`src/rtl/sim_run_if.sv`:
```
// Bus between the run controller and the bench/CPU side: retire and store
// monitoring in, run status and counters out.
interface sim_run_if #(
  parameter int unsigned XLEN  = 32,
  parameter int unsigned CNT_W = 32
);
  logic             retire_valid;
  logic             mem_wr_en;
  logic [XLEN-1:0]  mem_wr_addr;
  logic [XLEN-1:0]  mem_wr_data;
  logic             cpu_rst;
  logic [1:0]       run_state;
  logic             done;
  logic             pass;
  logic [XLEN-2:0]  fail_code;
  logic             timeout;
  logic [CNT_W-1:0] cycle_count;
  logic [CNT_W-1:0] instret_count;

  modport master (
    output retire_valid, mem_wr_en, mem_wr_addr, mem_wr_data,
    input  cpu_rst, run_state, done, pass, fail_code, timeout, cycle_count, instret_count
  );

  modport slave (
    input  retire_valid, mem_wr_en, mem_wr_addr, mem_wr_data,
    output cpu_rst, run_state, done, pass, fail_code, timeout, cycle_count, instret_count
  );
endinterface

```
`src/rtl/sim_run_controller.sv`:
```
// Run controller: sequences the CPU reset, counts cycles/retires during the run,
// and terminates on a tohost write or when the cycle budget runs out.
module sim_run_controller #(
  parameter int unsigned     XLEN         = 32,
  parameter int unsigned     CNT_W        = 32,
  parameter int unsigned     RESET_CYCLES = 2,
  parameter int unsigned     MAX_CYCLES   = 50,
  parameter logic [XLEN-1:0] TOHOST_ADDR  = XLEN'(32'h0000_0FFC)
) (
  input logic      clk,
  input logic      rst,
  sim_run_if.slave bus
);

  localparam int unsigned HOLD_W = $clog2(RESET_CYCLES + 1);
  localparam logic [HOLD_W-1:0] HOLD_LAST = HOLD_W'(RESET_CYCLES - 1);
  localparam logic [CNT_W-1:0]  TMO_LAST  = (MAX_CYCLES == 0) ? '0 : CNT_W'(MAX_CYCLES - 1);
  localparam bit                TMO_EN    = (MAX_CYCLES != 0);

  typedef enum logic [1:0] {
    StHold    = 2'b00,
    StRun     = 2'b01,
    StDone    = 2'b10,
    StTimeout = 2'b11
  } state_e;

  state_e            state_q;
  logic [HOLD_W-1:0] hold_cnt_q;
  logic              cpu_rst_q;
  logic              done_q;
  logic              pass_q;
  logic [XLEN-2:0]   fail_code_q;
  logic              timeout_q;
  logic [CNT_W-1:0]  cycle_cnt_q;
  logic [CNT_W-1:0]  instret_cnt_q;
  logic              hit;
  logic              budget_out;

  // Zero tohost writes are not completions; the core keeps running.
  assign hit = bus.mem_wr_en && (bus.mem_wr_addr == TOHOST_ADDR) && (bus.mem_wr_data != '0);
  assign budget_out = TMO_EN && (cycle_cnt_q == TMO_LAST);

  always_ff @(posedge clk or posedge rst) begin
    if (rst) begin
      state_q       <= StHold;
      hold_cnt_q    <= '0;
      cpu_rst_q     <= 1'b1;
      done_q        <= 1'b0;
      pass_q        <= 1'b0;
      fail_code_q   <= '0;
      timeout_q     <= 1'b0;
      cycle_cnt_q   <= '0;
      instret_cnt_q <= '0;
    end else begin
      unique case (state_q)
        StHold: begin
          hold_cnt_q <= hold_cnt_q + 1'b1;
          if (hold_cnt_q == HOLD_LAST) begin
            state_q   <= StRun;
            cpu_rst_q <= 1'b0;
          end
        end
        StRun: begin
          // The terminating edge still counts its own cycle and retire.
          if (cycle_cnt_q != '1) cycle_cnt_q <= cycle_cnt_q + 1'b1;
          if (bus.retire_valid && (instret_cnt_q != '1)) instret_cnt_q <= instret_cnt_q + 1'b1;
          if (hit) begin
            state_q     <= StDone;
            done_q      <= 1'b1;
            pass_q      <= (bus.mem_wr_data == XLEN'(1));
            fail_code_q <= bus.mem_wr_data[XLEN-1:1];
            cpu_rst_q   <= 1'b1;
          end else if (budget_out) begin
            state_q   <= StTimeout;
            timeout_q <= 1'b1;
            cpu_rst_q <= 1'b1;
          end
        end
        StDone, StTimeout: begin
          cpu_rst_q <= 1'b1;
        end
      endcase
    end
  end

  assign bus.cpu_rst       = cpu_rst_q;
  assign bus.run_state     = state_q;
  assign bus.done          = done_q;
  assign bus.pass          = pass_q;
  assign bus.fail_code     = fail_code_q;
  assign bus.timeout       = timeout_q;
  assign bus.cycle_count   = cycle_cnt_q;
  assign bus.instret_count = instret_cnt_q;

endmodule

```
`src/flat_wrapper.sv`:
```
// flat-port wrapper written by rule: the top's interface ports become plain ports
module sim_run_controller_flat 
#(
  parameter int unsigned     XLEN         = 32,
  parameter int unsigned     CNT_W        = 32,
  parameter int unsigned     RESET_CYCLES = 2,
  parameter int unsigned     MAX_CYCLES   = 50,
  parameter logic [XLEN-1:0] TOHOST_ADDR  = XLEN'(32'h0000_0FFC)
)
  (clk, rst, bus_retire_valid, bus_mem_wr_en, bus_mem_wr_addr, bus_mem_wr_data, bus_cpu_rst, bus_run_state, bus_done, bus_pass, bus_fail_code, bus_timeout, bus_cycle_count, bus_instret_count);
  sim_run_if #(.XLEN(XLEN), .CNT_W(CNT_W)) bus_i ();
  input logic clk;
  input logic rst;
  input wire logic [$bits(bus_i.retire_valid)-1:0] bus_retire_valid;
  input wire logic [$bits(bus_i.mem_wr_en)-1:0] bus_mem_wr_en;
  input wire logic [$bits(bus_i.mem_wr_addr)-1:0] bus_mem_wr_addr;
  input wire logic [$bits(bus_i.mem_wr_data)-1:0] bus_mem_wr_data;
  output wire logic [$bits(bus_i.cpu_rst)-1:0] bus_cpu_rst;
  output wire logic [$bits(bus_i.run_state)-1:0] bus_run_state;
  output wire logic [$bits(bus_i.done)-1:0] bus_done;
  output wire logic [$bits(bus_i.pass)-1:0] bus_pass;
  output wire logic [$bits(bus_i.fail_code)-1:0] bus_fail_code;
  output wire logic [$bits(bus_i.timeout)-1:0] bus_timeout;
  output wire logic [$bits(bus_i.cycle_count)-1:0] bus_cycle_count;
  output wire logic [$bits(bus_i.instret_count)-1:0] bus_instret_count;
  assign bus_i.retire_valid = bus_retire_valid;
  assign bus_i.mem_wr_en = bus_mem_wr_en;
  assign bus_i.mem_wr_addr = bus_mem_wr_addr;
  assign bus_i.mem_wr_data = bus_mem_wr_data;
  assign bus_cpu_rst = bus_i.cpu_rst;
  assign bus_run_state = bus_i.run_state;
  assign bus_done = bus_i.done;
  assign bus_pass = bus_i.pass;
  assign bus_fail_code = bus_i.fail_code;
  assign bus_timeout = bus_i.timeout;
  assign bus_cycle_count = bus_i.cycle_count;
  assign bus_instret_count = bus_i.instret_count;
  sim_run_controller #(.XLEN(XLEN), .CNT_W(CNT_W), .RESET_CYCLES(RESET_CYCLES), .MAX_CYCLES(MAX_CYCLES), .TOHOST_ADDR(TOHOST_ADDR)) u_core (.clk(clk), .rst(rst), .bus(bus_i));
endmodule
```
`config.mk`:
```
export PLATFORM = sky130hd
export DESIGN_NAME = sim_run_controller_flat
export DESIGN_NICKNAME = d
export VERILOG_FILES = /design/src/rtl/sim_run_if.sv /design/src/rtl/sim_run_controller.sv /design/src/flat_wrapper.sv
export SDC_FILE = /design/constraint.sdc
export NUM_CORES = 1
export LEC_CHECK = 0
export ABC_AREA = 1
export CAP_MARGIN = 5
export CORE_ASPECT_RATIO = 0.5
export CORE_MARGIN = 2
export CORE_UTILIZATION = 30
export CTS_CLUSTER_SIZE = 30
export DETAILED_ROUTE_END_ITERATION = 7
export GPL_TIMING_DRIVEN = 0
export PLACE_DENSITY = 0.51
export SYNTH_ARGS = -nofsm -noshare
export SYNTH_HDL_FRONTEND = slang
export SYNTH_SLANG_ARGS = --single-unit
export TNS_END_PERCENT = 20
```
`constraint.sdc`:
```
create_clock -name clk -period 6.8 [get_ports clk]
set_input_delay 1.36 -clock clk [delete_from_list [all_inputs] [get_ports clk]]
set_output_delay 1.36 -clock clk [all_outputs]
set_load 0.005 [all_outputs]
```
==> results of run 1 <==
==> power by group <==
part	total [mW]	switching, mW	internal, mW	leakage [nW]
clock	0.540	0.251	0.288	0.143
sequential	0.678	0.0397	0.639	1.38
combinational	0.236	0.110	0.126	2.40
==> state kept, by name (all words and copies together) (netlist names) <==
register and cells:
u_core.hold_cnt_q 2, u_core.bus.fail_code 31, u_core.bus.done 1, u_core.bus.run_state 2
u_core.bus.timeout 1, u_core.bus.cpu_rst 1, u_core.bus.cycle_count 32, u_core.bus.pass 1
u_core.bus.instret_count 32
==> logic make-up (layout without fill, tap and decap cells) <==
| logic type | after synthesis | after routing | share of synthesized area |
|---|---|---|---|
| and+or+nand+nor | 612 | 612 | 0.421 |
| AOI/OAI and AO/OA | 44 | 44 | 0.0416 |
| xor gates and xnor gates | 30 | 30 | 0.0434 |
| adders and majority gates | 4 | 4 | 0.00804 |
| DFF | 103 | 103 | 0.414 |
| buffers and inverters | 98 | 283 | 0.0721 |
==> Yosys cell counts (3+ instances only) <==
| cell | count | share of area |
|---|---|---|
| sky130_fd_sc_hd__inv_1 | 76 | 0.046 |
| sky130_fd_sc_hd__buf_2 | 7 | 0.0056 |
| sky130_fd_sc_hd__nand3_1 | 35 | 0.028 |
| sky130_fd_sc_hd__nand3_2 | 6 | 0.0096 |
| sky130_fd_sc_hd__dfrtp_1 | 102 | 0.41 |
| sky130_fd_sc_hd__o21ai_1 | 15 | 0.012 |
| sky130_fd_sc_hd__xnor2_1 | 10 | 0.014 |
| sky130_fd_sc_hd__ha_1 | 4 | 0.0080 |
| sky130_fd_sc_hd__nand3b_1 | 7 | 0.0084 |
| sky130_fd_sc_hd__nor3_2 | 4 | 0.0064 |
| sky130_fd_sc_hd__o21ai_2 | 9 | 0.013 |
| sky130_fd_sc_hd__inv_2 | 4 | 0.0024 |
| sky130_fd_sc_hd__nor3_1 | 24 | 0.019 |
| sky130_fd_sc_hd__nor2_1 | 129 | 0.078 |
| sky130_fd_sc_hd__buf_6 | 8 | 0.014 |
| sky130_fd_sc_hd__nor2_4 | 6 | 0.011 |
| sky130_fd_sc_hd__xor2_1 | 19 | 0.027 |
| sky130_fd_sc_hd__nand4_1 | 9 | 0.0090 |
| sky130_fd_sc_hd__o21ai_0 | 17 | 0.014 |
| sky130_fd_sc_hd__nor2_2 | 3 | 0.0030 |
| sky130_fd_sc_hd__nand2_1 | 369 | 0.22 |
| sky130_fd_sc_hd__nand2_2 | 7 | 0.0070 |
==> routing by layer <==
| metal | vias to the layer above | wire length, um | GRT usage |
|---|---|---|---|
| li1 | 3128 | - | - |
| met1 | 2784 | 9170 | 0.238 |
| met2 | 104 | 9170 | 0.304 |
| met3 | 9 | 648 | 0.0322 |
| met4 | 0 | 121 | 0.0355 |
| met5 | - | 0 | 0 |
==> final cells by class <==
type / instances / area [sq um]
clock inverters: 6 / 68.8
flip-flops and latches: 103 / 2580
well taps: 273 / 342
fillers: 2181 / 11900
clock buffers: 10 / 229
inverters: 81 / 312
plain buffers: 17 / 140
multi-input cells: 690 / 3200
repair buffers: 169 / 1710
==> path summary, 6_finish.rpt <==
path	cells past startpoint	slack [ps]	to	startpoint
max	11	3900	u_core.bus.fail_code[23]	bus_mem_wr_data[20]
min in group asynchronous	2	1460	u_core.bus.instret_count[2]	rst
max in group asynchronous	3	4590	u_core.bus.cpu_rst	rst
min reg2reg	1	470	u_core.bus.done	u_core.bus.done
min	1	470	u_core.bus.done	u_core.bus.done
max reg2reg	11	4750	u_core.bus.cycle_count[16]	u_core.bus.cycle_count[0]
==> worst reg2reg max path, cell delays in order (launching register included) <==
cell and delay [ps]:
sky130_fd_sc_hd__dfrtp_1 450, sky130_fd_sc_hd__ha_1 290, sky130_fd_sc_hd__nand3_1 220, sky130_fd_sc_hd__inv_2 120
sky130_fd_sc_hd__nand2_2 130, sky130_fd_sc_hd__nor2_4 170, sky130_fd_sc_hd__nand2_2 80, sky130_fd_sc_hd__nand2_4 110
sky130_fd_sc_hd__inv_2 80, sky130_fd_sc_hd__buf_6 160, sky130_fd_sc_hd__o21ai_1 80, sky130_fd_sc_hd__o21ai_1 70
==> through the flow <==
| step | setup slack, ps | total power, mW | hold slack [ps] | utilization | cell area [sq um] |
|---|---|---|---|---|---|
| finish | 3900 | 1.45 | 467 | 0.419 | 8580 |
| global route | 3690 | 1.52 | 492 | 0.419 | 8580 |
| CTS | 3890 | 1.47 | 469 | 0.419 | 8580 |
| detailed placement | 3520 | 0.931 | 452 | 0.405 | 8280 |
| global placement | 791 | 0.927 | 453 | 0.403 | 8250 |
| floorplan | 2740 | 0.796 | 448 | - | 6230 |
==> parameters.txt, run 1 <==
Parameter                              Value

Placed design
  Post-detailed-placement half-perimeter wirelength    15100 um
  Final GP Congestion    0.939
  Placed insts    1333
  Input/output buffers    168

Worst setup path
  Buf/Inv on CP    3
  Biggest fanout along the worst timing path    10
  CP endpoint kind    flop
  Worst setup SP type    input pin
  CP max stage delay    420 ps
  CP Cell Sequence    clkdlybuf4s50_1 > nor2_1 > nand4_1 > nor2_1 > nand2_1 > nand2_1 > inv_1 > nand2_1 > buf_2 > nand2_1 > nand2_1
  Required time at the worst-slack endpoint    7100 ps
  Critical path type    in -> reg
  Worst EP arrival    3200 ps
  Dominant delay contributor by cell family on the critical path    simple AND/OR/NAND/NOR gates
  Cell at the slowest stage of the critical path    sky130_fd_sc_hd__clkdlybuf4s50_1
  Most frequent CP cell    sky130_fd_sc_hd__nand2_1

Routing
  Routed wire per std cell    14.2 um
  Initial DRC count    330
  First-pass DRT Iterations    5
  Number of nets still failing antenna checks after routing    0
  DRC Markers    0
  Detailed-route via count    6025
  Wire length after detailed routing    19100 um
  Number of vias per cell    4.47

Die
  Horizontal die dimension    208 um
  Number of placement rows    37
  Die area    22000 sq um
  Initial cell density of the core    0.304
  Core region area    20500 sq um
  Die outline height    106 um
  IO Count    169

Yosys
  Synthesis Warnings    0
  Most used flip-flop cell after synthesis    sky130_fd_sc_hd__dfrtp_1
  Post-synthesis register bit count    103
  Synthesized cell area    6230 sq um
  Post-Syn Instances    891
  Async set-or-reset flop fraction in the synthesized netlist    1.00
  Syn Nets    963
  Number of enable-type register cells in the synthesized netlist    0
  Syn Area/Cell    6.99 sq um
  Number of distinct standard cells referenced by the synthesized netlist    37
  Part of the Yosys area used for sequential elements    0.414

Clocking
  Number of buffers inserted by post-CTS setup repair    0
  Quantity of hold-fixing buffers added after cts    0
  Number of sinks on the clock net    103
  Clock tree from TritonCTS    done
  Clock edge transition at the registers on the reported setup and hold paths    70 ps
  Inserted Clock Buffers    9
  Worst-Skew Late Latency    350 ps
  Number of H-tree levels    3
  Master cell of the clock root buffer    sky130_fd_sc_hd__clkbuf_16
  Count of cells resized by post-cts repair    0
  Number of buffers between clock root and the deepest sink    2

STA
  Highest clock rate    0.345 GHz
  Total negative slack    0 ps
  Relative slew margins    0.573
  Final min period    2900 ps
  Max Clock Skew    7.34 ps
  Final critical-path share of the clock period    0.427
  Max-slew violations    0
  Unrepaired setup endpoints after global routing    false
  Number of hold violations in the final report    0
  Final setup violation count    0
  Least-Margin Pin Slew    641 ps

Global route
  Number of global-route vias before repair    5974
  First-pass GRT wire length    31300 um
  All-Layer GR Usage    0.178
  Grt total ovfl    0
  Initial antenna violation count    0
  Pin count of the biggest net entering global routing    60

Power and ir drop
  Power per Cell Area    170 nW/um^2
  Worst voltage drop across the vdd grid    0.000108 V
  Total leakage power    3.92 nW

Cells and area
  Post-layout nets    1143
  Post-layout instance count excluding filler cells    1349
  Most common cell after layout, fill and taps aside    sky130_fd_sc_hd__nand2_1
  # diodes    0
  Layout overhead on the synthesized area    37.8%
  Leading cell types in the layout, fill and taps excluded    sky130_fd_sc_hd__nand2_1, sky130_fd_sc_hd__clkdlybuf4s50_1, sky130_fd_sc_hd__nor2_1, sky130_fd_sc_hd__dfrtp_1, sky130_fd_sc_hd__inv_1
  Share of layout cells above drive strength 1    0.0771

Status
  Status    finished, final reports clean

Min path
  Class of the tightest hold or removal check    reg -> reg

Flow run
  Reported max-cap violation count    0
Note: power is estimated with default switching activity, not from simulation.
==> run 2: changes to the inputs <==
clock period = 2.9 ns   (was 6.8 ns; I/O delays follow)
==> run 2 against run 1 <==
Clock skew grew 7.2 ps. Flip-flop and latch count is the same. Combinational power rose by 140%. Clock-buffer cell count fell by 1. Non-clock buffer count increased by 1. First-iteration DRC count up 31%. Global-route usage is essentially flat. Wire length rose by 0.15%. Hold slack better by 1.6 ps. Via count shrank 0.55%. Register-to-register slack worse by 3900 ps. Critical path depth stayed put. Critical path type is now reg -> reg. Largest cell class unchanged. Highest routed layer unchanged.
==> parameters.txt, run 2 (synthesis gave the netlist of run 1 again) <==
Parameter                              Value

Clocking
  Number of H-tree levels    3 (unchanged)
  Count of cells resized by post-cts repair    0 (unchanged)
  Number of buffers between clock root and the deepest sink    2 (unchanged)
  Number of sinks on the clock net    103 (unchanged)
  Clock tree from TritonCTS    done
  Worst-Skew Late Latency    370 ps (+20 ps)
  Master cell of the clock root buffer    sky130_fd_sc_hd__clkbuf_16
  Quantity of hold-fixing buffers added after cts    0 (unchanged)
  Number of buffers inserted by post-CTS setup repair    0 (unchanged)
  Inserted Clock Buffers    9 (unchanged)
  Clock edge transition at the registers on the reported setup and hold paths    80 ps (about the same)

STA
  Relative slew margins    0.462 (-0.111)
  Final min period    2070 ps
  Final critical-path share of the clock period    0.715
  Max Clock Skew    14.6 ps (+7.23 ps)
  Number of hold violations in the final report    0 (unchanged)
  Final Worst Setup Slack    827 ps (-3070 ps)
  Total negative slack    0 ps (unchanged)
  Max-slew violations    0 (unchanged)
  Final setup violation count    0 (unchanged)
  Least-Margin Pin Slew    805 ps (+165 ps)
  Highest clock rate    0.482 GHz
  Hold WS    469 ps (+1.58 ps)
  Unrepaired setup endpoints after global routing    false

Die
  Die outline height    106 um (unchanged)
  Core region area    20500 sq um (unchanged)
  Initial cell density of the core    0.304 (unchanged)
  IO Count    169 (unchanged)
  Horizontal die dimension    208 um (unchanged)
  Die area    22000 sq um (unchanged)
  Number of placement rows    37 (unchanged)

Routing
  Wire length after detailed routing    19100 um (+0.15%)
  Number of nets still failing antenna checks after routing    0 (unchanged)
  Initial DRC count    433 (+31%)
  DRC Markers    0 (unchanged)
  First-pass DRT Iterations    5 (unchanged)
  Number of vias per cell    4.44 (-0.62%)
  Detailed-route via count    5992 (-0.55%)
  Routed wire per std cell    14.2 um (about the same)

Cells and area
  Post-layout nets    1144 (+0.087%)
  Utilization after layout    0.420 (about the same)
  Layout Cell Area excl Fill    8580 sq um (about the same)
  Most common cell after layout, fill and taps aside    sky130_fd_sc_hd__nand2_1
  Area occupied by multi-input gates    3200 sq um (unchanged)
  Flip-flop and latch area    2580 sq um (unchanged)
  # diodes    0 (unchanged)
  Post-layout instance count excluding filler cells    1350 (+0.074%)
  Layout overhead on the synthesized area    37.9% (about the same)
  Share of layout cells above drive strength 1    0.0789 (+0.00179)
  Fill cell instance count of the final layout    2139 (-1.9%)
  Leading cell types in the layout, fill and taps excluded    sky130_fd_sc_hd__nand2_1, sky130_fd_sc_hd__clkdlybuf4s50_1, sky130_fd_sc_hd__nor2_1, sky130_fd_sc_hd__dfrtp_1, sky130_fd_sc_hd__inv_1

Worst setup path
  CP max stage delay    460 ps (+40 ps)
  Required time at the worst-slack endpoint    3160 ps (-3940 ps)
  CP Cell Sequence    ha_1 > nand3_1 > inv_2 > nand2_2 > nor2_4 > nand2_2 > nand2_4 > inv_2 > buf_6 > o21ai_1 > o21ai_1
  Worst setup SP type    flop
  Worst EP arrival    2330 ps (-870 ps)
  CP endpoint kind    flop
  Biggest fanout along the worst timing path    10 (unchanged)
  Cell at the slowest stage of the critical path    sky130_fd_sc_hd__dfrtp_1
  Critical path type    reg -> reg

Global route
  All-Layer GR Usage    0.178 (about the same)
  Initial antenna violation count    0 (unchanged)
  Number of global-route vias before repair    5903 (-1.2%)
  First-pass GRT wire length    30900 um (-1.5%)
  Grt total ovfl    0 (unchanged)
  Pin count of the biggest net entering global routing    40 (-33%)

Power and ir drop
  Internal power component    2.40 mW (+130%)
  Total leakage power    3.93 nW (about the same)
  Share of total power in sequential cells    0.472 (+0.005)
  Switching part of the total    0.291 (+0.0146)
  Worst voltage drop across the vdd grid    0.000246 V (+130%)
  Power per Cell Area    394 nW/um^2 (+130%)
  Comb power frac    0.165 (+0.003)
  Post-route total power    3.38 mW (+130%)
  Net switching power figure    0.982 mW (+140%)
  Part of the total power dissipated in the clock network    0.364 (-0.007)

Placed design
  Final GP Congestion    0.931 (-0.83%)
  Placed insts    1334 (+0.075%)
  Dpl cell area    8290 sq um (+0.17%)
  Input/output buffers    168 (unchanged)
  Post-detailed-placement half-perimeter wirelength    15000 um (-0.57%)
  Worst setup slack before clock tree synthesis    425 ps (-3090 ps)

Status
  Status    finished, final reports clean

Flow run
  Reported max-cap violation count    0 (unchanged)

Min path
  Class of the tightest hold or removal check    reg -> reg
-- run 2: area by class of cell --
class | count | area share
well taps | 273 | 0.0398
flip-flops and latches | 103 | 0.300
inverters | 81 | 0.0364
clock buffers | 9 | 0.0262
multi-input cells | 690 | 0.373
plain buffers | 17 | 0.0163
repair buffers | 170 | 0.201
clock inverters | 7 | 0.00758
-- run 2: routing by layer --
layer	vias to the layer above	track usage	wire [um]
li1	3127	-	-
met1	2727	0.235	9130
met2	117	0.300	8990
met3	21	0.0364	748
met4	0	0.0446	271
met5	-	0	0
-- run 2: power by group through the flow --
stage | Sequential (mW) | Clock (mW) | Combinational (mW)
3_3_place_gp | 1.62 | 0 | 0.551
3_5_place_dp | 1.62 | 0 | 0.564
4_1_cts | 1.60 | 1.28 | 0.563
2_1_floorplan | 1.60 | 0 | 0.265
5_1_grt | 1.61 | 1.33 | 0.622
6_report | 1.59 | 1.23 | 0.556
-- run 2: final timing paths --
kind | startpoint | slack (ps) | end | cells after the start
min in group asynchronous | rst | 710 | u_core.bus.instret_count[3] | 2
hold / removal | u_core.bus.cpu_rst | 470 | u_core.bus.cpu_rst | 2
setup / recovery | u_core.bus.cycle_count[0] | 830 | u_core.bus.cycle_count[16] | 11
max in group asynchronous | rst | 1230 | u_core.bus.cpu_rst | 4
setup reg to reg | u_core.bus.cycle_count[0] | 830 | u_core.bus.cycle_count[16] | 11
hold reg to reg | u_core.bus.cpu_rst | 470 | u_core.bus.cpu_rst | 2
-- run 2: worst max-delay path: cells and delay by family, from the launching register on --
| kind | cells | cell delay, ps |
|---|---|---|
| simple gates | 5 | 730 |
| flops | 1 | 460 |
| buf+inv | 3 | 350 |
| fa+ha+maj | 1 | 290 |
| compound gates | 2 | 140 |
==> run 3: changes to the inputs <==
PLACE_DENSITY = 0.53   (was 0.51)
clock period = 1.8 ns   (was 2.9 ns; I/O delays follow)
==> run 3 against run 2 <==
Hold slack worse by 55 ps. Final cell count up 1.2%. Critical path depth decreased by 10. Worst setup slack worse by 770 ps. Via count up 2.5%. Register-to-register slack worse by 720 ps. Core utilization is 2.0 points higher. Die area stayed put. Global-route usage fell by 0.17 points. First-iteration DRC count is 28% lower. Clock-buffer cell count is the same. Largest cell class unchanged. Largest power group unchanged.
==> parameters.txt, run 3 (synthesis gave the netlist of run 1 again) <==
Parameter                              Value

Cells and area
  Most common cell after layout, fill and taps aside    sky130_fd_sc_hd__nand2_1
  Fill cell instance count of the final layout    2083 (-2.6%)
  Share of layout cells above drive strength 1    0.145 (+0.0656)
  Leading cell types in the layout, fill and taps excluded    sky130_fd_sc_hd__nand2_1, sky130_fd_sc_hd__clkdlybuf4s50_1, sky130_fd_sc_hd__nor2_1, sky130_fd_sc_hd__inv_1, sky130_fd_sc_hd__dfrtp_1
  # diodes    0 (unchanged)
  Layout overhead on the synthesized area    44.4%
  Post-layout nets    1160 (+1.4%)
  Flip-flop and latch area    2620 sq um (+1.5%)
  Area occupied by multi-input gates    3370 sq um (+5.2%)

Worst setup path
  Setup slack of the most critical reg-to-reg path    110 ps (-720 ps)
  Required time at the worst-slack endpoint    1440 ps (-1720 ps)
  CP max stage delay    570 ps (+110 ps)
  Critical path type    reg -> out
  Dominant delay contributor by cell family on the critical path    buffers and inverters
  CP endpoint kind    primary output
  Worst setup SP type    flop
  Cell at the slowest stage of the critical path    sky130_fd_sc_hd__clkdlybuf4s50_1
  CP Cell Sequence    clkdlybuf4s50_1
  Buf/Inv on CP    1 (-2)
  Worst EP arrival    1380 ps (-950 ps)
  Biggest fanout along the worst timing path    5 (-5)

Die
  Core region area    20500 sq um (unchanged)
  Die outline height    106 um (unchanged)
  Die area    22000 sq um (unchanged)
  IO Count    169 (unchanged)
  Initial cell density of the core    0.304 (unchanged)
  Number of placement rows    37 (unchanged)
  Horizontal die dimension    208 um (unchanged)

Global route
  Grt total ovfl    0 (unchanged)
  First-pass GRT wire length    30900 um (about the same)
  All-Layer GR Usage    0.176 (-0.00171)
  Number of global-route vias before repair    5867 (-0.61%)
  Initial antenna violation count    1 (+1)
  Pin count of the biggest net entering global routing    33 (-18%)

Clocking
  Master cell of the clock root buffer    sky130_fd_sc_hd__clkbuf_16
  Worst-Skew Late Latency    360 ps (about the same)
  Inserted Clock Buffers    9 (unchanged)
  Number of sinks on the clock net    103 (unchanged)
  Number of buffers between clock root and the deepest sink    2 (unchanged)
  Quantity of hold-fixing buffers added after cts    0 (unchanged)
  Clock tree from TritonCTS    done
  Number of H-tree levels    3 (unchanged)
  Clock edge transition at the registers on the reported setup and hold paths    80 ps (about the same)

STA
  Max Clock Skew    8.17 ps (-6.41 ps)
  Final min period    1740 ps
  Number of hold violations in the final report    0 (unchanged)
  Hold WS    414 ps (-54.8 ps)
  Final Worst Setup Slack    60.4 ps (-767 ps)
  Relative slew margins    0.608 (+0.147)
  Final critical-path share of the clock period    0.966
  Highest clock rate    0.575 GHz
  Max-slew violations    0 (unchanged)
  Final setup violation count    0 (unchanged)
  Least-Margin Pin Slew    586 ps (-219 ps)

Routing
  DRC Markers    0 (unchanged)
  Routed wire per std cell    14.1 um (-0.75%)
  First-pass DRT Iterations    5 (unchanged)
  Detailed-route via count    6139 (+2.5%)
  Number of nets still failing antenna checks after routing    0 (unchanged)
  Wire length after detailed routing    19200 um (+0.43%)
  Number of vias per cell    4.49 (+1.3%)
  Initial DRC count    312 (-28%)

Power and ir drop
  Worst voltage drop across the vdd grid    0.000384 V (+56%)
  Total leakage power    4.07 nW (+3.8%)
  Comb power frac    0.176 (+0.011)
  Internal power component    4.24 mW (+77%)
  Share of total power in sequential cells    0.444 (-0.028)
  Part of the total power dissipated in the clock network    0.380 (+0.016)
  Power per Cell Area    651 nW/um^2 (+65%)
  Net switching power figure    1.62 mW (+65%)
  Switching part of the total    0.276 (-0.0145)

Min path
  Class of the tightest hold or removal check    in -> async

Status
  Status    finished, final reports clean

Flow run
  Reported max-cap violation count    0 (unchanged)

Placed design
  Post-detailed-placement half-perimeter wirelength    15000 um (+0.17%)
  Input/output buffers    168 (unchanged)
  Final GP Congestion    0.886 (-4.8%)
  Worst setup slack before clock tree synthesis    -504 ps (-929 ps)
[run 3: worst reg2reg max path: stages, from the launching register on]
cell                      delay, ps
sky130_fd_sc_hd__dfrtp_2        440
sky130_fd_sc_hd__nand2_1        130
sky130_fd_sc_hd__nor3_1         310
sky130_fd_sc_hd__nand2_1        160
sky130_fd_sc_hd__nor3_1         280
sky130_fd_sc_hd__xor2_1         180
sky130_fd_sc_hd__nand2_1         70
sky130_fd_sc_hd__nand2_1         50
[run 3: repair_timing]
| item | in CTS | in global routing |
|---|---|---|
| pin swaps | 0 | 9 |
| hold endpoints to repair | 0 | 0 |
| buffers inserted | 2 | 13 |
| setup endpoints to repair | 85 | 104 |
| gates resized for setup | 16 | 69 |
[run 3: worst paths after layout]
| path | cells past startpoint | endpoint | start |
|---|---|---|---|
| max reg2reg | 7 | u_core.bus.cycle_count[21] | u_core.bus.cycle_count[8] |
| min reg2reg | 1 | u_core.bus.done | u_core.bus.done |
| min | 2 | u_core.bus.cycle_count[6] | rst |
| min in group clk | 1 | u_core.bus.done | u_core.bus.done |
| max in group asynchronous | 4 | u_core.bus.cycle_count[20] | rst |
| max | 1 | bus_run_state[1] | u_core.bus.run_state[1] |
[run 3: routing by layer]
layer / part of all wire / wire, um / up-vias / global-route usage
met2: 0.48 / 9150 / 125 / 0.292
met4: 0.015 / 284 / 2 / 0.0400
met5: 0.00042 / 8 / - / 0
met1: 0.46 / 8860 / 2832 / 0.236
li1: - / - / 3158 / -
met3: 0.048 / 914 / 22 / 0.0378
[run 3: power by group through the flow]
stage	registers [mW]	clock network [mW]	logic (mW)
after floorplan	2.58	0	0.426
final	2.60	2.22	1.03
after global placement	2.61	0	0.882
after CTS	2.59	2.27	0.945
after global routing	2.62	2.36	1.13
after detailed placement	2.61	0	0.911
[run 3: cell type report]
| class | instances | area share |
|---|---|---|
| plain buffers | 17 | 0.0189 |
| repair buffers | 186 | 0.206 |
| clock inverters | 7 | 0.0114 |
| clock buffers | 9 | 0.0250 |
| inverters | 81 | 0.0352 |
| multi-input cells | 690 | 0.374 |
| well taps | 273 | 0.0380 |
| flip-flops and latches | 103 | 0.291 |
[run 3: stage by stage]
stage                     area [sq um]   util  power, mW  TNS [ps]  cells
after global placement            8250  0.403       3.49   -127610   1332
after CTS                         8720  0.426       5.81     -20.7   1353
after detailed placement          8310  0.406       3.52    -21700   1335
final                             8990  0.440       5.86         0   1366
after global routing              8990  0.440       6.11     -4.02   1366
after floorplan                   6230      -       3.01         0    891
